## config.mk

```make
export PLATFORM = sky130hd
export DESIGN_NAME = reg_file_bank
export DESIGN_NICKNAME = d
export VERILOG_FILES = /design/src/rtl/reg_file_pkg.sv /design/src/rtl/reg_file_read_port.sv /design/src/rtl/reg_file_bank.sv
export SDC_FILE = /design/constraint.sdc
export NUM_CORES = 1
export LEC_CHECK = 0
export ABC_AREA = 1
export ABC_CLOCK_PERIOD_IN_PS = 6450
export BUFFER_PORTS_ARGS = -buffer_cell sky130_fd_sc_hd__buf_4
export CORE_ASPECT_RATIO = 1.25
export CORE_MARGIN = 4
export CORE_UTILIZATION = 60
export CTS_CLUSTER_DIAMETER = 100
export DETAILED_ROUTE_END_ITERATION = 8
export PLACE_DENSITY = 0.78
export REMOVE_ABC_BUFFERS = 1
export SLEW_MARGIN = 30
export SYNTH_ARGS = -nofsm -noshare
export SYNTH_HDL_FRONTEND = slang
export SYNTH_SLANG_ARGS = --single-unit
```

## constraint.sdc

```tcl
create_clock -name clk -period 6.45 [get_ports clk]
set_clock_uncertainty 0.1 [all_clocks]
set_input_delay 0.645 -clock clk [delete_from_list [all_inputs] [get_ports clk]]
set_output_delay 0.645 -clock clk [all_outputs]
set_load 0.03 [all_outputs]
```

## src/rtl/reg_file_pkg.sv

```systemverilog
// rtl/reg_file_pkg.sv - shared constants and address helper for the register file bank
package reg_file_pkg;

    localparam int DEFAULT_WIDTH = 8;
    localparam int DEFAULT_DEPTH = 8;

    // DEPTH need not be a power of two, so an address that fits ADDR_W may still miss the array
    function automatic logic addr_in_range(input int unsigned addr, input int unsigned depth);
        return addr < depth;
    endfunction

endpackage

```

## src/rtl/reg_file_read_port.sv

```systemverilog
// rtl/reg_file_read_port.sv - one registered, write-first read port of the register file bank
module reg_file_read_port
    import reg_file_pkg::*;
#(
    parameter int WIDTH = DEFAULT_WIDTH,
    parameter int DEPTH = DEFAULT_DEPTH,
    localparam int ADDR_W = $clog2(DEPTH)
) (
    input  logic              clk,
    input  logic              rst,
    input  logic              clr,
    input  logic              rd_en,
    input  logic [ADDR_W-1:0] rd_addr,
    input  logic              wr_ok,
    input  logic [ADDR_W-1:0] wr_addr,
    input  logic [WIDTH-1:0]  wr_data,
    input  logic [WIDTH-1:0]  mem [DEPTH],
    input  logic [DEPTH-1:0]  valid,
    output logic [WIDTH-1:0]  rd_data,
    output logic              rd_valid
);

    logic             in_range;
    logic             bypass;
    logic [WIDTH-1:0] next_data;
    logic             next_valid;

    assign in_range = addr_in_range(32'(rd_addr), DEPTH);
    // wr_ok already excludes clear and out-of-range writes, so a match here is always a real write
    assign bypass   = wr_ok && (wr_addr == rd_addr);

    // Select what this port would return: clear wins, then same-cycle write data, then stored entry
    always_comb begin
        next_data  = '0;
        next_valid = 1'b0;
        if (clr) begin
            next_data  = '0;
            next_valid = 1'b0;
        end else if (bypass) begin
            next_data  = wr_data;
            next_valid = 1'b1;
        end else if (in_range && valid[rd_addr]) begin
            next_data  = mem[rd_addr];
            next_valid = 1'b1;
        end
    end

    // Output register loads only on a read strobe and otherwise holds the last result
    always_ff @(posedge clk or posedge rst) begin
        if (rst) begin
            rd_data  <= '0;
            rd_valid <= 1'b0;
        end else if (rd_en) begin
            rd_data  <= next_data;
            rd_valid <= next_valid;
        end
    end

endmodule

```

## src/rtl/reg_file_bank.sv

```systemverilog
// rtl/reg_file_bank.sv - DEPTH x WIDTH register file, one write port, two registered read ports
module reg_file_bank
    import reg_file_pkg::*;
#(
    parameter int WIDTH = DEFAULT_WIDTH,
    parameter int DEPTH = DEFAULT_DEPTH,
    localparam int ADDR_W = $clog2(DEPTH)
) (
    input  logic              clk,
    input  logic              rst,
    input  logic              clr,
    input  logic              wr_en,
    input  logic [ADDR_W-1:0] wr_addr,
    input  logic [WIDTH-1:0]  wr_data,
    input  logic              rd_en_a,
    input  logic [ADDR_W-1:0] rd_addr_a,
    input  logic              rd_en_b,
    input  logic [ADDR_W-1:0] rd_addr_b,
    output logic [WIDTH-1:0]  rd_data_a,
    output logic              rd_valid_a,
    output logic [WIDTH-1:0]  rd_data_b,
    output logic              rd_valid_b
);

    logic [WIDTH-1:0] mem [DEPTH];
    logic [DEPTH-1:0] valid;
    logic             wr_ok;

    // A write takes effect only when not cleared and aimed inside the array
    assign wr_ok = wr_en && !clr && addr_in_range(32'(wr_addr), DEPTH);

    // Storage and valid vector: reset and clear wipe everything, otherwise accept a qualified write
    always_ff @(posedge clk or posedge rst) begin
        if (rst) begin
            for (int i = 0; i < DEPTH; i++) mem[i] <= '0;
            valid <= '0;
        end else if (clr) begin
            for (int i = 0; i < DEPTH; i++) mem[i] <= '0;
            valid <= '0;
        end else if (wr_ok) begin
            mem[wr_addr]   <= wr_data;
            valid[wr_addr] <= 1'b1;
        end
    end

    reg_file_read_port #(.WIDTH(WIDTH), .DEPTH(DEPTH)) u_port_a (
        .clk      (clk),
        .rst      (rst),
        .clr      (clr),
        .rd_en    (rd_en_a),
        .rd_addr  (rd_addr_a),
        .wr_ok    (wr_ok),
        .wr_addr  (wr_addr),
        .wr_data  (wr_data),
        .mem      (mem),
        .valid    (valid),
        .rd_data  (rd_data_a),
        .rd_valid (rd_valid_a)
    );

    reg_file_read_port #(.WIDTH(WIDTH), .DEPTH(DEPTH)) u_port_b (
        .clk      (clk),
        .rst      (rst),
        .clr      (clr),
        .rd_en    (rd_en_b),
        .rd_addr  (rd_addr_b),
        .wr_ok    (wr_ok),
        .wr_addr  (wr_addr),
        .wr_data  (wr_data),
        .mem      (mem),
        .valid    (valid),
        .rd_data  (rd_data_b),
        .rd_valid (rd_valid_b)
    );

endmodule

```

### Word-level counts from Yosys, hierarchy flattened

Index checks and enable logic that the tools add are counted.

* register bits: 90
* logic and storage cells: 65

* order comparisons: 8
* equal/unequal tests: 2
* muxes and demuxes: 31
* bitwise logic cells: 4
* reductions and logical operators: 7

Operator list (number)
* $mux 64: 2
* $mux 8: 13
* $bwmux 64: 1
* $bmux 8 s3: 2
* $demux 8 s3: 1
* $ge 4x4->1 const B: 3
* $lt 3x4->1 const B: 3
* $not 3->4: 3
* $mux 1: 9
* $or 8x8->8: 1
* $bmux 1 s3: 2
* $eq 3x3->1: 2
* $logic_and 1x1->1: 5
* $lt 4x1->1 const B: 1
* $demux 1 s3: 1
* $ge 3x1->1 const B: 1
* $reduce_bool 2->1: 1
* $logic_not 1->1: 1

### Logic depth before layout (Yosys ltp)

* depth in word-level cells: 8
* mapped depth: 12

### Cells and area by module

Synthesis repeated with hierarchy kept, for this count alone.

* cells, all modules: 955
* area, all modules: 6109.6 um2

By module, submodules not included
* reg_file_bank: instances 1, cells each 333, area each 3109.2 um2
* reg_file_read_port: instances 2, cells each 311, area each 1500.2 um2

### Worst setup path before layout

No wires, ideal clock.

* kind: in2reg
* from: input wr_en
* to: register u_port_a.rd_data[2]
* library setup time: 0.124 ns
* arrival: 1.554 ns
* required time: 6.226 ns
* setup slack: 4.672 ns
* stages on the path: 10
* buffers on the path: 2
* path through: buf_6 -> inv_4 -> nor2_8 -> nand2_2 -> nor2_2 -> nand2_2 -> buf_6 -> or2_0 -> nand2_1 -> o21bai_1

* word-level cells in the longest chain between the ends: 4

RTL lines
* start, declared: line reg_file_bank.sv:12 `input logic wr_en,`
* $logic_and 1x1->1: line reg_file_bank.sv:30 `assign wr_ok = wr_en && !clr && addr_in_range(32'(wr_addr), DEPTH);`
* $logic_and 1x1->1: line reg_file_read_port.sv:30 `assign bypass = wr_ok && (wr_addr == rd_addr);`
* $mux 8: line reg_file_read_port.sv:39 `end else if (bypass) begin`
* $mux 8: line reg_file_read_port.sv:36 `if (clr) begin`
* end signal, assigned: line reg_file_read_port.sv:54 `rd_data <= next_data;`
* end, declared: line reg_file_read_port.sv:19 `output logic [WIDTH-1:0] rd_data,`

Every way passes these cells.
A chain may end at the register's enable or synchronous reset.

### Worst setup path after layout

* from: input rd_addr_a[0]
* to: register u_port_a.rd_data[5]

* word-level cells in the longest chain between the ends: 7
* elaborated cells on any way between the ends: 11
* those cells by class: eq/ne: 1; mux: 8; bitwise: 1; reduce/logical: 1

RTL lines
* start, declared: line reg_file_bank.sv:16 `input logic [ADDR_W-1:0] rd_addr_a,`
* $not 3->4 (implied by the code): line reg_file_read_port.sv:43 `next_data = mem[rd_addr];`
* $bmux 8 s3: line reg_file_read_port.sv:43
* $mux 8 (implied by the code) (2 in series): line reg_file_read_port.sv:43
* $mux 8: line reg_file_read_port.sv:42 `end else if (in_range && valid[rd_addr]) begin`
* $mux 8 *: line reg_file_read_port.sv:39
* $mux 8 *: line reg_file_read_port.sv:36

Mark *: on every way between the ends. The rest lies on a longest branch, timed or not. The select of a mux whose other input is x is not followed.

==> flow_metrics.py <==
metrics = {
    "run_status": {
        "status": "finished clean",
    },
    "clock_network": {
        "clkLatencyLatePin_ns": 0.37,
        "clock-sinks": 90,
        "root_buffer": "clkbuf_8",
        "tritoncts": "done",
        "cts_buffers": 9,
        "cts_resized": 0,
        "cts_setup_buffers": 0,
        "clk_pin_slew_ns": 0.09,
        "htree_levels": 3,
        "clockBufferDepth": 2,
        "ctsHoldBuffers": 0,
    },
    "drt": {
        "drtIter0Drc": 465,
        "wirelength_um": 14870,
        "postRouteAntennaNets": 0,
        "vias": 4967,
        "drc": 0,
        "avgViaCountPerCell": 5.984,
        "first_pass_iters": 5,
        "wl_per_cell_um": 17.92,
    },
    "layout": {
        "multi_input_area_um2": 2252,
        "fill_cells": 758,
        "regArea_um2": 2252,
        "nets": 751,
        "post-route-util": 0.6709,
        "layout-drive-gt1-share": 0.1064,
        "diodes": 0,
        "area_growth_pct": 9.795,
    },
    "synthesis": {
        "syn_avg_cell_area_um2": 7.123,
        "synthCells": 703,
        "synth_area_leaders": "dfrtp_1 45%, nand2_1 18%, nand3_1 12%",
        "synth_top_cell_by_area": "dfrtp_1",
        "synth_compound_gate_area_share": 0.1054,
        "yosysMostFrequentCell": "nand2_1",
        "synth-simple-area-share": 0.3443,
        "synth_top_area_frac": 0.4498,
        "yosys_warnings": 0,
        "asyncSetResetFlopFracSynth": 1.000,
        "synth_top_family_by_area": "simple AND/OR/NAND/NOR gates",
        "muxShareOfSynthArea": 0,
        "synthAdderAreaFrac": 0,
        "synth_ff_type": "dfrtp_1",
        "ys_seq_area_frac": 0.4498,
        "synth_commonest_cells": "244 x nand2_1, 124 x nand3_1, 90 x dfrtp_1, 84 x inv_1, 54 x o22ai_1",
        "ys_ff_latch": 90,
        "synth_area_um2": 5007,
        "synth_cell_types": 25,
        "synth-edff-count": 0,
        "synth_xor_area_frac": 0,
    },
    "grt": {
        "grt_max_degree": 57,
        "antenna_found_initial": 0,
        "grtUsageMet2": 0.5344,
        "grt_util_met3": 0.07196,
        "grt_pass1_wl_um": 24380,
        "busiest_layer": "met2",
        "grt_use_met1": 0.3962,
        "grt_overflow_total": 0,
        "grt_pass1_vias": 4743,
        "grt_usage": 0.3140,
    },
    "power": {
        "finalPower_mw": 1.182,
        "power_density_nw_per_um2": 215.0,
        "vdd_drop_max_uv": 175.8,
        "p_leak_nw": 2.752,
    },
    "placement": {
        "pre_cts_ws_ns": 3.831,
        "hpwl_um": 10620,
        "portBuffers": 40,
        "place.gp.congestion": 0.9742,
    },
    "setup_path": {
        "slowest_stage": "inv_2",
        "critPathKind": "input port to register",
        "ff2ff_setup_slack_ns": 5.08,
        "startpoint": "rd_addr_a[0]",
        "regToRegEndpoint": "u_port_a.rd_data[5]$_DFFE_PP0P_",
        "required_ns": 6.62,
        "reg2reg_from": "valid[6]$_DFFE_PP0P_",
        "worstSetupEndpointType": "register",
        "critPathMaxStageDelay_ns": 0.56,
        "cp_common_cell": "nand2_1",
        "critPathMaxFanout": 39,
        "arrival_ns": 2.46,
        "start_kind": "input port",
        "r2r.worst_path.cells": 8,
        "crit_chain": "buf_4 > inv_2 > nand2_1 > nand2_1 > nor2_1 > nand2_2 > nand3_1 > nand2_2 > inv_1 > nand2_1 > nand2_1",
    },
    "die": {
        "fp-row-count": 37,
        "start_util": 0.6111,
        "core_area_um2": 8194,
        "die_h_um": 110.1,
        "die_w_um": 89.71,
        "die_area_um2": 9880,
        "ioPinCount": 41,
    },
    "sta": {
        "rsz0062_at_grt": "false",
        "fin_crit_ns": 2.289,
        "finalSetupViolCount": 0,
        "finalHoldViolCount": 0,
        "relSlewSlack": 0.5255,
        "tightestPinTransition_ns": 0.7117,
        "fin_ws_ns": 4.161,
        "finalMaxSlewViolations": 0,
        "fin_crit_sh": 0.3549,
        "finalSetupTns_ns": 0,
        "clock.fmax_ghz": 0.4369,
    },
    "min_path": {
        "hold_path_class": "input port to async pin",
    },
    "job": {
        "maxCapViolations": 0,
    },
}
[logic make-up after synthesis]
kind of cell,after synthesis
flip-flops,90
AO/OA/AOI/OAI,87
buffers and inverters,124
AND/OR/NAND/NOR,402
[area by class of cell]
cell class,count,area share
clock inverters,4,0.009331
well taps,97,0.02208
multi-input cells,489,0.4096
flip-flops and latches,90,0.4096
clock buffers,12,0.02640
inverters,97,0.06691
repair buffers,41,0.05599
[metal layers]
layer	vias to the layer above	wire, um
li1	2331	-
met1	2367	6128
met2	238	7226
met3	31	1194
met4	0	324
met5	-	0
[worst max-delay path, delay by kind of cell]
family / cells / cell delay, ns
simple gates: 8 / 0.92
buf+inv: 3 / 0.87
[report_power, final]
group / total (mW) / internal [mW] / switching (mW)
logic: 0.198 / 0.0574 / 0.140
registers: 0.589 / 0.580 / 0.00901
clock network: 0.396 / 0.190 / 0.206
[cells in the final DEF, fill, tap and decap left out]
cell,instances
clkinv_1,3
nand3_1,124
inv_1,83
dfrtp_1,90
or2_0,1
inv_2,9
nor2_2,1
o22ai_1,54
clkinvlp_4,1
o21ai_1,5
nand3_2,1
clkinv_2,2
nand2_2,5
inv_4,1
a21oi_1,8
nand2_1,244
clkinv_4,1
o21bai_1,5
buf_4,41
nor2_1,13
nor2_8,1
o21ai_0,10
clkbuf_8,10
bufinv_16,1
nor3_1,8
or2_2,4
o211ai_1,5
clkbuf_1,2
[state kept, by name, indices dropped and copies added (netlist names)]
name	flops
u_port_a.rd_valid	1
mem	64
valid	8
u_port_b.rd_valid	1
u_port_a.rd_data	8
u_port_b.rd_data	8
[through the flow]
stage                     area [um2]  std cells  hold slack (ns)
after global routing            5498        830           0.2520
final                           5498        830           0.2237
after detailed placement        5301        814           0.3673
after global placement          5301        814           0.3659
after CTS                       5498        830           0.2350
after floorplan                 4871        676           0.3992
[worst max-delay path by stage]
stage,cells past startpoint,endpoint
floorplan,1,mem[0]$_DFFE_PP0P_
global placement,9,u_port_a.rd_data[7]$_DFFE_PP0P_
detailed placement,11,u_port_a.rd_data[5]$_DFFE_PP0P_
CTS,11,u_port_a.rd_data[5]$_DFFE_PP0P_
global route,11,u_port_a.rd_data[5]$_DFFE_PP0P_
finish,11,u_port_a.rd_data[5]$_DFFE_PP0P_
Note: power is estimated with default switching activity, not from simulation.
